[config.mk]
export PLATFORM = sky130hd
export DESIGN_NAME = alu_serial_seq
export DESIGN_NICKNAME = d
export VERILOG_FILES = /design/src/rtl/alu_serial_seq.sv
export SDC_FILE = /design/constraint.sdc
export NUM_CORES = 1
export LEC_CHECK = 0
export CAP_MARGIN = 0
export CORE_ASPECT_RATIO = 1.2
export CORE_MARGIN = 2
export CORE_UTILIZATION = 30
export DETAILED_ROUTE_END_ITERATION = 10
export GPL_ROUTABILITY_DRIVEN = 1
export PLACE_DENSITY = 0.48
export SYNTH_ARGS = -nofsm -noshare
export SYNTH_HDL_FRONTEND = slang
export SYNTH_SLANG_ARGS = --single-unit
[constraint.sdc]
create_clock -name Clock -period 3 [get_ports Clock]
set_input_delay 0.3 -clock Clock [delete_from_list [all_inputs] [get_ports Clock]]
set_output_delay 0.3 -clock Clock [all_outputs]
set_load 0.01 [all_outputs]
[src/rtl/alu_serial_seq.sv]
// Bit-serial ALU sequencer: drives an external 1-bit ALU slice LSB first over WIDTH
// cycles, threads the carry between cycles and assembles the result word and flags.
module alu_serial_seq #(
    parameter int WIDTH = 24,
    parameter int CNT_W = 5
) (
    input  logic             Clock,
    input  logic             Reset,
    input  logic             Start,
    input  logic [WIDTH-1:0] OpA,
    input  logic [WIDTH-1:0] OpB,
    input  logic [4:0]       AluCtl,
    output logic             Ready,
    output logic             Done,
    output logic [WIDTH-1:0] Result,
    output logic             Zero,
    output logic             Overflow,
    output logic             CarryOut,
    output logic             IllegalOp,
    output logic             SliceA,
    output logic             SliceB,
    output logic             SliceAInvert,
    output logic             SliceBInvert,
    output logic             SliceCarryIn,
    output logic             SliceLess,
    output logic [2:0]       SliceOperation,
    input  logic             SliceResult,
    input  logic             SliceCarryOut
);

    typedef enum logic [1:0] {
        S_IDLE,
        S_RUN,
        S_FIX,
        S_DONE
    } state_t;

    localparam logic [2:0] OP_AND = 3'b000;
    localparam logic [2:0] OP_ADD = 3'b010;
    localparam logic [2:0] OP_SLT = 3'b011;
    localparam logic [2:0] OP_XOR = 3'b100;

    localparam logic [CNT_W-1:0] K_LAST = CNT_W'(WIDTH - 1);

    state_t           state_q, state_d;
    logic [WIDTH-1:0] a_q, b_q;
    logic             ainv_q, binv_q;
    logic [2:0]       op_q;
    logic [CNT_W-1:0] k_q;
    logic             carry_q;
    logic             set_q;
    logic [WIDTH-1:0] result_q, result_d;
    logic             zero_q, ovf_q, cout_q, illegal_q;

    logic             illegal;
    logic             arith;
    logic             last;
    logic             ovf_msb;

    assign illegal = (op_q > OP_XOR);
    assign arith   = (op_q == OP_ADD) || (op_q == OP_SLT);
    assign last    = (k_q == K_LAST);
    // Signed overflow of the MSB slice: carry into it differs from carry out of it.
    assign ovf_msb = carry_q ^ SliceCarryOut;

    assign Result    = result_q;
    assign Zero      = zero_q;
    assign Overflow  = ovf_q;
    assign CarryOut  = cout_q;
    assign IllegalOp = illegal_q;

    // NOTE: every signal driven here gets a default first, so no path can infer a latch.
    always_comb begin
        state_d        = state_q;
        result_d       = result_q;
        Ready          = 1'b0;
        Done           = 1'b0;
        SliceA         = 1'b0;
        SliceB         = 1'b0;
        SliceAInvert   = 1'b0;
        SliceBInvert   = 1'b0;
        SliceCarryIn   = 1'b0;
        SliceLess      = 1'b0;
        SliceOperation = OP_AND;

        case (state_q)
            S_IDLE: begin
                Ready = 1'b1;
                if (Start) begin
                    state_d = S_RUN;
                end
            end

            S_RUN: begin
                SliceA       = a_q[0];
                SliceB       = b_q[0];
                SliceAInvert = ainv_q;
                SliceBInvert = binv_q;
                SliceCarryIn = carry_q;
                if (illegal) begin
                    SliceOperation = OP_AND;
                end else if (op_q == OP_SLT) begin
                    SliceOperation = OP_ADD;
                end else begin
                    SliceOperation = op_q;
                end
                result_d[k_q] = SliceResult & ~illegal;
                if (last) begin
                    state_d = (op_q == OP_SLT) ? S_FIX : S_DONE;
                end
            end

            // Operands have rotated a full turn, so bit 0 is back at position 0.
            S_FIX: begin
                SliceA         = a_q[0];
                SliceB         = b_q[0];
                SliceAInvert   = ainv_q;
                SliceBInvert   = binv_q;
                SliceCarryIn   = binv_q;
                SliceLess      = set_q;
                SliceOperation = OP_SLT;
                result_d       = '0;
                result_d[0]    = SliceResult;
                state_d        = S_DONE;
            end

            S_DONE: begin
                Done    = 1'b1;
                state_d = S_IDLE;
            end

            default: begin
                state_d = S_IDLE;
            end
        endcase
    end

    // NOTE: all state, including the operand shift registers, is reset so that a reset
    // mid-operation leaves no stale bits visible on the slice interface or Result.
    always_ff @(posedge Clock) begin
        if (!Reset) begin
            state_q   <= S_IDLE;
            a_q       <= '0;
            b_q       <= '0;
            ainv_q    <= 1'b0;
            binv_q    <= 1'b0;
            op_q      <= OP_AND;
            k_q       <= '0;
            carry_q   <= 1'b0;
            set_q     <= 1'b0;
            result_q  <= '0;
            zero_q    <= 1'b1;
            ovf_q     <= 1'b0;
            cout_q    <= 1'b0;
            illegal_q <= 1'b0;
        end else begin
            // NOTE: non-blocking assignments keep every register sampling pre-edge values.
            state_q <= state_d;
            case (state_q)
                S_IDLE: begin
                    if (Start) begin
                        a_q       <= OpA;
                        b_q       <= OpB;
                        ainv_q    <= AluCtl[4];
                        binv_q    <= AluCtl[3];
                        op_q      <= AluCtl[2:0];
                        k_q       <= '0;
                        carry_q   <= AluCtl[3];
                        ovf_q     <= 1'b0;
                        cout_q    <= 1'b0;
                        illegal_q <= 1'b0;
                    end
                end

                S_RUN: begin
                    a_q      <= {a_q[0], a_q[WIDTH-1:1]};
                    b_q      <= {b_q[0], b_q[WIDTH-1:1]};
                    carry_q  <= SliceCarryOut;
                    k_q      <= k_q + 1'b1;
                    result_q <= result_d;
                    if (last) begin
                        ovf_q     <= arith & ovf_msb;
                        cout_q    <= SliceCarryOut & ~illegal;
                        set_q     <= SliceResult ^ ovf_msb;
                        illegal_q <= illegal;
                        if (op_q != OP_SLT) begin
                            zero_q <= (result_d == '0);
                        end
                    end
                end

                S_FIX: begin
                    result_q <= result_d;
                    zero_q   <= (result_d == '0);
                end

                default: begin
                end
            endcase
        end
    end

endmodule

; After elaboration in Yosys (flattened, before gate mapping)
; Cells that the tools add are included.
[totals]
ff_bits = 90
input_bits = 58
[op_classes]
add_sub_neg = 1
n_lt_le_gt_ge = 3
eq_ne = 10
n_mux = 37
bitwise_logic = 6
reduce_logical = 13
[op_table]
columns = operator, count
row1 = $pmux 24 s2, 3
row2 = $mux 24, 2
row3 = $bwmux 24, 1
row4 = $logic_not 24->1, 1
row5 = $mux 1, 16
row6 = $pmux 1 s2, 6
row7 = $pmux 5 s2, 1
row8 = $pmux 2 s4, 1
row9 = $reduce_and 2->1, 4
row10 = $eq 3x2->1 const B, 2
row11 = $lt 5x6->1 const B, 1
row12 = $mux 3, 2
row13 = $ne 2x2->1 const B, 3
row14 = $pmux 3 s2, 1
row15 = $reduce_and 3->1, 2
row16 = $add 5x1->5 const B, 1
row17 = $demux 1 s5, 1
row18 = $eq 5x5->1 const B, 1
row19 = $ge 5x1->1 const B, 1
row20 = $mux 5, 1
row21 = $eq 2x2->1 const B, 2
row22 = $mux 2, 2
row23 = $reduce_bool 2->1, 2
row24 = $and 1x1->1, 3
row25 = other kinds (9), 10

; Logic depth before layout (Yosys ltp)
; Gate-level depths: netlist of run 1.
[logic_depth]
word_depth = 10
mapped_depth = 10
ltp_nobuf = 8

; Least setup slack after synthesis of run 1
; OpenSTA, ideal clock, no wires.
[synth_path]
kind = reg2reg
from = register state_q[0]
to = register zero_q, in the netlist Zero
setup_time_ns = 0.073
t_arrival_ns = 1.975
t_required_ns = 2.927
setup_slack_ns = 0.951
stages_incl_launch_ff = 10
path_buffers = 1
synth_period_minus_slack_ns = 2.049
cell_sequence = dfxtp_1 inv_1 ha_1 buf_4 and3_1 and2_1 a311o_1 nor4_1 nand4_1 o211ai_2
[synth_between]
elab_chain_cells = 6
word_cells_on_any_way = 11
classes_between = eq/ne: 4 / mux: 4 / reduce/logical: 3
[synth_lines]
columns = item, line
row1 = from (decl), 45  ; state_t state_q, state_d;
row2 = from (signal assigned), 158  ; state_q <= state_d;
row3 = $eq 2x2->1 or $eq 2x1->1 (tied branches), "86, 159"
row4 = $pmux 24 s2, 86  ; case (state_q)
row5 = $logic_not 24->1, "187, 194"
row6 = $mux 1, 186  ; if (op_q != OP_SLT) begin
row7 = $mux 1, 181  ; if (last) begin
row8 = $pmux 1 s2, 159  ; case (state_q)
row9 = to (signal assigned), 187  ; zero_q <= (result_d == '0);
row10 = to (signal assigned), 194  ; zero_q <= (result_d == '0);
row11 = to (decl), 53  ; logic zero_q, ovf_q, cout_q, illegal_q;
; Parallel ways exist; a longest one is shown, timed or not. The select of a mux whose other input is x is not followed.
; A chain may end at the register's enable or synchronous reset.

; Worst setup path after layout of run 1
[layout_path]
from = register state_q[1]
to = output SliceCarryIn
[layout_between]
elab_chain_cells = 2
word_cells_on_any_way = 3
classes_between = eq/ne: 2 / mux: 1
[layout_lines]
columns = item, line
row1 = $eq 2x2->1 or $eq 2x1->1 (tied branches), 86
row2 = $pmux 1 s2 (*), 86
row3 = to (decl), 24  ; output logic SliceCarryIn,
; Every way passes the cells marked *; elsewhere a longest branch is shown, timed or not.

==> impl_metrics.csv, run 1 <==
group,metric,value,unit
outcome,status,"complete, no violations",
critical_path,path_cells,"inv_1 > ha_4 > buf_4 > a22oi_1 > nor2b_1 > clkdlybuf4s50_1",
timing,fin_crit,2650,ps
final_layout,fill_cells,1558,
critical_path,crit_path_end_kind,"output pin",
logic_synthesis,ys_seq_area_share,40.1,%
logic_synthesis,yosys_register_bits,90,
route,initialDrtViolationCount,122,
final_layout,seq_area,1800,µm²
critical_path,critPathLaunchType,"register",
floorplan,die_area,16000,µm²
timing,drv_slew,0,
final_layout,insertedDiodeCount,0,
grt,track_usage,14.9,%
final_layout,multi_input_area,2470,µm²
route,wl_per_cell,15.2,µm
critical_path,worstPathArrival,2350,ps
clocking,cts_htree_levels,3,
grt,antenna_found_initial,0,
floorplan,ios,97,
critical_path,worst_path_dominant_cell_family,"buffers and inverters",
final_layout,syn2layout_area_growth,31.5,%
clocking,hold_buffers,0,
route,wl,11600,µm
route,ant_nets,0,
timing,rsz0062_at_grt,"false",
timing,fin_tns_setup,0,ps
clocking,clkTransAtPathRegs,60,ps
timing,max_slew_margin,48.5,%
grt,grt-ovfl-total,0,
critical_path,path_class,"reg -> out",
clocking,cts-root-buf,"clkbuf_16",
power,p_per_area,774,nW/µm²
clocking,ctsLongestPathBuffers,2,
power,leakage,2.54,nW
critical_path,worstPathMaxFanout,20,
route,drcViolationCount,0,
floorplan,initial_core_util,30.3,%
logic_synthesis,synth_edf_count,0,
grt,grt_pass1_wl,18600,µm
grt,first_global_vias,3671,
critical_path,crit_path_max_incr_delay,570,ps
logic_synthesis,synthesis.nets,544,
timing,worstMarginPinSlew,769,ps
route,routed_via_density,4.85,
critical_path,critPathBufInv,3,
final_layout,layout-drive-gt1-share,7.14,%
critical_path,worst_ep_required_time,2700,ps
logic_synthesis,yosys_most_used_dff,"dfxtp_1",
floorplan,dieWidth,116,µm
clocking,clock_latency,350,ps
logic_synthesis,yosysWarnings,0,
clocking,numCtsBuffers,9,
clocking,cts_tree,"done",
clocking,clock_sinks,90,
route,vias,3704,
floorplan,fp.coreArea,14800,µm²
timing,finalCritPeriodShare,88.2,%
timing,fin_skew,7.16,ps
placed_design,hpwl,8410,µm
final_layout,utilization,39.8,%
floorplan,die_h,138,µm
run,drv_cap,0,
logic_synthesis,synth_cells,478,
placed_design,io_buffer_count,96,
logic_synthesis,ys_types,47,
logic_synthesis,netlist_area,4500,µm²
floorplan,rows,49,
final_layout,fin_nets,621,
critical_path,cp_slowest_cell,"clkdlybuf4s50_1",
worst_hold_path,hold_class,"reg -> reg",
logic_synthesis,syn_avg_cell_area,9.40,µm²
timing,hold_viol_final,0,
power,peakVddDrop,0.312,mV
timing,setup_viol,0,
logic_synthesis,ys_async_sr_fraction,0,%
placed_design,gp_congestion,0.800,
timing,fmax,0.378,GHz
route,drt-pass1-iter-count,5,
grt,grt_max_degree,42,
==> Yosys cell counts, types with 2 or more instances <==
cell / n / share of area (%)
a21oi_1: 3 / 0.33
nand4_1: 4 / 0.56
nor2b_1: 6 / 0.84
clkbuf_1: 26 / 2.2
nor2_1: 4 / 0.33
and2_1: 30 / 4.2
mux2i_1: 50 / 11
nand3_1: 14 / 1.6
o211ai_1: 18 / 3.0
buf_6: 7 / 1.8
o21a_1: 2 / 0.33
nor4_1: 5 / 0.70
a21boi_0: 7 / 1.2
buf_2: 3 / 0.33
xor2_1: 3 / 0.58
inv_1: 8 / 0.67
o21ai_0: 15 / 1.7
xnor2_1: 2 / 0.39
o21ai_1: 15 / 1.7
and2_2: 2 / 0.33
nand3b_1: 3 / 0.50
ha_1: 8 / 2.2
or3b_1: 3 / 0.58
nor3_1: 3 / 0.33
a211oi_1: 3 / 0.50
nand2_1: 71 / 5.9
dfxtp_1: 90 / 40
o211ai_2: 5 / 1.4
o211a_1: 49 / 11
and3_1: 2 / 0.28
==> power breakdown <==
part | total [mW] | leakage (nW) | internal (mW) | switching, mW
registers | 1.68 | 0.738 | 1.50 | 0.176
logic | 1.68 | 1.64 | 0.745 | 0.930
clock network | 1.22 | 0.162 | 0.747 | 0.476
==> state kept, by name, summed over array words and instances, names as in the netlist, 2 cells and up <==
register and flops:
b_q 24, state_q 2, Result 24, a_q 24
k_q 5, op_q 3
==> cell usage in the layout (no fill, tap or decap), types with 4 or more instances in the layout <==
master | Yosys | routed
o211ai_1 | 18 | 18
ha_1 | 8 | 6
nor4_1 | 5 | 5
buf_4 | 1 | 8
clkdlybuf4s50_1 | 0 | 95
and2_1 | 30 | 30
nand3_1 | 14 | 14
nor2b_1 | 6 | 6
clkinv_2 | 0 | 4
nor2_1 | 4 | 4
nand4_1 | 4 | 4
dfxtp_1 | 90 | 90
o21ai_1 | 15 | 14
o211ai_2 | 5 | 5
o211a_1 | 49 | 49
o21ai_0 | 15 | 15
mux2i_1 | 50 | 50
inv_1 | 8 | 8
a21boi_0 | 7 | 7
nand2_1 | 71 | 71
clkbuf_16 | 0 | 9
==> cells by family (layout without fill, tap and decap cells) <==
logic type | Yosys count | in the layout | share of synthesized area (%)
muxes | 50 | 50 | 11.1
adders and majority gates | 8 | 8 | 2.23
xor gates and xnor gates | 5 | 5 | 0.974
DFF | 90 | 90 | 40.1
buffers and inverters | 47 | 129 | 5.62
and+or+nand+nor | 154 | 154 | 17.7
AOI/OAI and AO/OA | 124 | 124 | 22.3
==> area by class of cell <==
| cell class | instances | area share, % |
|---|---|---|
| clock buffers | 10 | 4.04 |
| clock inverters | 6 | 1.36 |
| multi-input cells | 341 | 41.8 |
| repair buffers | 105 | 17.5 |
| well taps | 204 | 4.32 |
| flip-flops and latches | 90 | 30.5 |
| inverters | 8 | 0.508 |
==> final timing paths <==
kind | startpoint | endpoint | slack, ps | cells past startpoint
setup / recovery | state_q[1] | SliceCarryIn | 350 | 6
hold / removal | set_q | set_q | 460 | 2
setup reg to reg | state_q[0] | Zero | 500 | 8
hold reg to reg | set_q | set_q | 460 | 2
==> layer usage <==
layer / vias to the layer above / track usage [%] / part of all wire [%]
met2: 91 / 23.2 / 46
met1: 1719 / 18.5 / 45
met3: 15 / 4.82 / 6.5
li1: 1879 / - / -
met4: 0 / 7.27 / 2.4
met5: - / 0 / 0
==> metrics by stage <==
step | instances | power, mW | hold WS (ps) | area [µm²] | setup slack, ps
2_1_floorplan | 478 | 2.91 | 436 | 4500 | 951
3_3_place_gp | 748 | 3.35 | 445 | 5590 | 457
3_5_place_dp | 748 | 3.40 | 451 | 5590 | 350
4_1_cts | 764 | 4.64 | 455 | 5910 | 185
5_1_grt | 764 | 4.88 | 479 | 5910 | 181
6_report | 764 | 4.58 | 459 | 5910 | 353
==> what timing repair did <==
item / in CTS / in global routing
hold endpoints to repair: 0 / 0
endpoints found under the setup margin: 0 / 1
buffers inserted: 0 / 0
resized for setup: 0 / 1
==> worst register-to-register path: cells and delay by family, from the launching register on <==
family	cells	cell delay, ps
AOI/OAI and AO/OA	3	520
and+or+nand+nor	3	810
adders and majority gates	1	560
buffers and inverters	1	110
DFF	1	420
(Power assumes the default switching activity.)
==> run 2, diff against run 1 <==
--- a/config.mk
+++ b/config.mk
@@ -8,10 +8,11 @@
 export CAP_MARGIN = 0
 export CORE_ASPECT_RATIO = 1.2
 export CORE_MARGIN = 2
-export CORE_UTILIZATION = 30
+export CORE_UTILIZATION = 25
 export DETAILED_ROUTE_END_ITERATION = 10
 export GPL_ROUTABILITY_DRIVEN = 1
-export PLACE_DENSITY = 0.48
+export PLACE_DENSITY = 0.41
+export SLEW_MARGIN = 10
 export SYNTH_ARGS = -nofsm -noshare
 export SYNTH_HDL_FRONTEND = slang
 export SYNTH_SLANG_ARGS = --single-unit
==> run 2 against run 1 <==
Net effect: via count grew 2.0%; design area about the same; hold slack worse by 36 ps; sequential cell count is the same; maximum frequency decreased by 2.7%; global-route usage is 1.7 points lower; count of clock-buffer cells in the layout is 1 higher; worst setup slack worse by 74 ps; final cell count grew 1.8%; critical endpoint is now SliceOperation[2]; largest power group is now combinational logic.
==> impl_metrics.csv, run 2 (synthesis results as in run 1) <==
group,metric,value,unit
outcome,status,"complete, no violations",
critical_path,reg2reg_depth,7,
final_layout,layout_common_cells,"clkdlybuf4s50_1 (95), dfxtp_1 (90), nand2_1 (71), mux2i_1 (50), o211a_1 (49)",
timing,fmax,0.368,GHz
critical_path,r2r-start,"state_q[1]",
power,leakage,2.53,nW
power,netSwitchingFraction,35.0,%
grt,antenna_found_initial,0,
power,power.switching,1.60,mW
worst_hold_path,hold_class,"in -> reg",
route,ant_nets,0,
final_layout,utilization,33.6,%
grt,grt_pass1_wl,19800,µm
floorplan,die_h,151,µm
final_layout,fill_cells,1835,
clocking,clock_latency,350,ps
timing,fin_skew,7.40,ps
final_layout,layout-drive-gt1-share,6.27,%
clocking,hold_buffers,0,
critical_path,critPathBufInv,3,
timing,drv_slew,0,
worst_hold_path,whs_path_depth,2,
critical_path,worst_path_dominant_cell_family,"buffers and inverters",
critical_path,worstPathArrival,2420,ps
critical_path,path_cells,"inv_1 > ha_1 > buf_4 > nand3_1 > nor3_1 > clkdlybuf4s50_1",
timing,setup_ws,280,ps
worst_hold_path,min_from,"Reset",
critical_path,cp_slowest_cell,"clkdlybuf4s50_1",
clocking,cts-root-buf,"clkbuf_16",
critical_path,crit_path_max_incr_delay,590,ps
route,wl_per_cell,15.8,µm
final_layout,syn2layout_area_growth,31.3,%
timing,rsz0062_at_grt,"false",
final_layout,fin_nets,619,
placed_design,gp_congestion,0.794,
critical_path,path_class,"reg -> out",
clocking,cts_htree_levels,3,
final_layout,insertedDiodeCount,0,
floorplan,dieWidth,126,µm
floorplan,die_area,19100,µm²
grt,grt-ovfl-total,0,
grt,track_usage,13.2,%
clocking,clkTransAtPathRegs,70,ps
route,wl,12300,µm
critical_path,worstSetupStartpoint,"state_q[0]",
timing,finalCritPeriodShare,90.7,%
power,p_comb_share,36.7,%
clocking,post_cts_buffers,0,
power,seqPwrFrac,36.6,%
timing,fin_tns_setup,0,ps
worst_hold_path,hold_path_end,"b_q[14]",
timing,setup_viol,0,
clocking,ctsLongestPathBuffers,2,
run,drv_cap,0,
clocking,numCtsBuffers,9,
grt,grt_max_degree,59,
power,p_per_area,773,nW/µm²
timing,max_slew_margin,52.4,%
timing,hold_slack,423,ps
critical_path,worst_ep_required_time,2700,ps
power,p_int,2.96,mW
route,vias,3777,
timing,hold_viol_final,0,
floorplan,fp.coreArea,17600,µm²
timing,fin_crit,2720,ps
floorplan,ios,97,
power,peakVddDrop,0.318,mV
clocking,clock_sinks,90,
route,initialDrtViolationCount,158,
placed_design,hpwl,8970,µm
placed_design,io_buffer_count,96,
route,routed_via_density,4.85,
floorplan,initial_core_util,25.6,%
power,pwr-share-clk,26.7,%
clocking,cts_tree,"done",
placed_design,place_ws,536,ps
critical_path,r2r_end,"a_q[11]",
critical_path,worstPathMaxFanout,11,
clocking,cts_resized,0,
critical_path,crit_path_end_kind,"output pin",
floorplan,rows,53,
timing,worstMarginPinSlew,709,ps
final_layout,final_common_cell,"clkdlybuf4s50_1",
critical_path,critPathLaunchType,"register",
route,drt-pass1-iter-count,4,
route,drcViolationCount,0,
grt,first_global_vias,3772,
critical_path,ff2ff_setup_slack,560,ps
[run 2: metal layers]
layer  up-vias  track usage [%]  routed length (µm)
met5         -                0                   0
met4         0             6.37                 255
met3        14             3.89                 818
met2        90             22.1                5870
met1      1795             15.5                5380
li1       1878                -                   -
[run 2: power by group through the flow]
| stage | clock network, mW | registers (mW) | logic (mW) |
|---|---|---|---|
| CTS | 1.26 | 1.68 | 1.71 |
| global route | 1.30 | 1.71 | 1.87 |
| floorplan | 0 | 1.66 | 1.25 |
| detailed placement | 0 | 1.70 | 1.71 |
| global placement | 0 | 1.70 | 1.68 |
| finish | 1.22 | 1.67 | 1.68 |
[run 2: metrics by stage]
stage | power [mW] | instances | area (µm²)
2_1_floorplan | 2.91 | 478 | 4500
3_5_place_dp | 3.41 | 762 | 5590
4_1_cts | 4.65 | 778 | 5900
5_1_grt | 4.89 | 778 | 5900
3_3_place_gp | 3.38 | 762 | 5590
6_report | 4.56 | 778 | 5900
[run 2: how the worst max path moves through the flow]
stage / to / slack, ps / depth (start not counted)
floorplan: Zero / 950 / 9
finish: SliceOperation[2] / 280 / 6
CTS: SliceOperation[2] / 220 / 6
detailed placement: a_q[11] / 540 / 7
global route: SliceOperation[2] / 90 / 6
global placement: SliceOperation[2] / 610 / 6
[run 2: worst register-to-register path, delay by kind of cell, from the launching register on]
| kind | cells | cell delay (ps) |
|---|---|---|
| DFF | 1 | 340 |
| buffers and inverters | 2 | 530 |
| adders and majority gates | 1 | 540 |
| AOI/OAI and AO/OA | 2 | 460 |
| and+or+nand+nor | 2 | 470 |
[run 2: cell type report]
type                       count  area [µm²]  area share (%)
multi-input combinational    341        2460            41.7
sequential                    90        1800            30.5
timing repair buffer         103        1020            17.3
tap                          220         275            4.66
clock buffer                  11         233            3.94
clock inverter                 5        78.8            1.34
inverter                       8        30.0           0.509
==> run 3, diff against run 2 <==
--- a/config.mk
+++ b/config.mk
@@ -6,12 +6,11 @@
 export NUM_CORES = 1
 export LEC_CHECK = 0
 export CAP_MARGIN = 0
-export CORE_ASPECT_RATIO = 1.2
+export CORE_ASPECT_RATIO = 1.75
 export CORE_MARGIN = 2
 export CORE_UTILIZATION = 25
 export DETAILED_ROUTE_END_ITERATION = 10
 export GPL_ROUTABILITY_DRIVEN = 1
-export PLACE_DENSITY = 0.41
 export SLEW_MARGIN = 10
 export SYNTH_ARGS = -nofsm -noshare
 export SYNTH_HDL_FRONTEND = slang
==> run 3 against run 2 <==
Net effect: total power is 0.71% higher; count of clock-buffer cells in the layout is 2 lower; register-to-register slack worse by 210 ps; sequential cell count stayed put; maximum frequency is 6.7% lower; die area is 0.20% higher; critical path depth is 1 lower; worst setup slack worse by 190 ps; design area is 0.74% higher; global-route usage is 0.94 points lower; wire length is 5.6% lower; critical endpoint unchanged.
==> impl_metrics.csv, run 3 (synthesis results as in run 1) <==
group,metric,value,unit
grt,antenna_found_initial,0,
power,p_per_area,773,nW/µm²
timing,fmax,0.343,GHz
power,netSwitchingFraction,35.1,%
floorplan,initial_core_util,25.6,%
critical_path,crit_path_max_incr_delay,720,ps
power,p_int,2.98,mW
placed_design,hpwl,8610,µm
placed_design,gp_congestion,0.841,
clocking,post_cts_buffers,0,
timing,fin_tns_setup,0,ps
floorplan,fp.coreArea,17500,µm²
grt,grt_max_degree,48,
floorplan,ios,97,
floorplan,rows,64,
critical_path,cp_slowest_cell,"ha_1",
route,wl_per_cell,14.7,µm
floorplan,dieWidth,105,µm
final_layout,final_common_cell,"clkdlybuf4s50_1",
clocking,clkTransAtPathRegs,60,ps
route,drt-pass1-iter-count,4,
power,leakage,2.54,nW
floorplan,die_h,181,µm
final_layout,utilization,33.9,%
outcome,status,"complete, no violations",
route,drcViolationCount,0,
final_layout,insertedDiodeCount,0,
power,pwr-share-clk,26.9,%
timing,hold_viol_final,0,
clocking,clock_latency,340,ps
clocking,cts_resized,0,
final_layout,fin_nets,621,
clocking,cts_tree,"done",
route,wl,11600,µm
clocking,cts-root-buf,"clkbuf_16",
placed_design,io_buffer_count,96,
timing,setup_viol,0,
critical_path,path_class,"reg -> out",
grt,grt-ovfl-total,0,
critical_path,worstPathArrival,2610,ps
final_layout,layout-drive-gt1-share,6.96,%
clocking,clock_sinks,90,
clocking,cts_htree_levels,3,
grt,grt_pass1_wl,19000,µm
critical_path,critPathLaunchType,"register",
worst_hold_path,hold_class,"in -> reg",
critical_path,worst_ep_required_time,2700,ps
timing,drv_slew,0,
timing,rsz0062_at_grt,"false",
timing,finalCritPeriodShare,97.1,%
power,peakVddDrop,0.361,mV
route,initialDrtViolationCount,197,
clocking,hold_buffers,0,
power,power.switching,1.61,mW
critical_path,worstPathMaxFanout,19,
critical_path,worst_path_dominant_cell_family,"buffers and inverters",
route,routed_via_density,4.89,
route,vias,3871,
critical_path,crit_path_end_kind,"output pin",
grt,first_global_vias,3931,
clocking,ctsLongestPathBuffers,2,
final_layout,layout_common_cells,"clkdlybuf4s50_1 (95), dfxtp_1 (90), nand2_1 (71), mux2i_1 (50), o211a_1 (49)",
critical_path,critPathBufInv,2,
power,p_comb_share,36.6,%
floorplan,die_area,19100,µm²
timing,fin_skew,6.02,ps
timing,fin_crit,2910,ps
grt,track_usage,12.3,%
timing,worstMarginPinSlew,671,ps
run,drv_cap,0,
timing,max_slew_margin,55.0,%
power,seqPwrFrac,36.5,%
clocking,numCtsBuffers,9,
final_layout,syn2layout_area_growth,32.3,%
route,ant_nets,0,
critical_path,path_cells,"inv_1 > ha_1 > nand3_1 > nor3_1 > clkdlybuf4s50_1",
[run 3: worst paths after layout]
kind / start / end / slack, ps / cells after the start
min reg2reg: set_q / set_q / 470 / 2
min: Reset / Zero / 450 / 2
max reg2reg: state_q[0] / Zero / 350 / 8
max: state_q[0] / SliceOperation[2] / 90 / 5
[run 3: area by class of cell]
type	instances	area [µm²]
multi-input cells	341	2460
inverters	8	30.0
repair buffers	105	1040
flip-flops and latches	90	1800
clock buffers	9	225
clock inverters	7	101
fillers	1805	11600
well taps	231	289
[run 3: power groups by stage]
stage | combinational [mW] | clock (mW) | sequential (mW)
after global placement | 1.65 | 0 | 1.69
after floorplan | 1.25 | 0 | 1.66
after detailed placement | 1.69 | 0 | 1.71
after global routing | 1.86 | 1.33 | 1.72
final | 1.68 | 1.23 | 1.68
after CTS | 1.70 | 1.28 | 1.68
[run 3: per-stage QoR]
step	total power, mW	area [µm²]	cells	setup slack [ps]	hold slack (ps)
after detailed placement	3.40	5620	775	453	462
after global placement	3.34	5620	775	552	448
after floorplan	2.91	4500	478	951	436
after CTS	4.66	5950	791	112	426
after global routing	4.91	5950	791	5.05	460
final	4.60	5950	791	85.5	450
[run 3: worst register-to-register path: cells and delay by family, from the launching register on]
kind                     cells  cell delay, ps
AO/OA/AOI/OAI                3             540
adder cells (fa/ha/maj)      1             720
buffers and inverters        1             110
flip-flops                   1             430
AND/OR/NAND/NOR              3             780
[run 3: metal layers]
| metal | vias up | part of all wire (%) | GRT usage [%] |
|---|---|---|---|
| met5 | - | 0 | 0 |
| met2 | 116 | 52 | 22.2 |
| met4 | 0 | 1.7 | 4.21 |
| met3 | 24 | 5.7 | 3.37 |
| met1 | 1862 | 41 | 13.6 |
| li1 | 1869 | - | - |
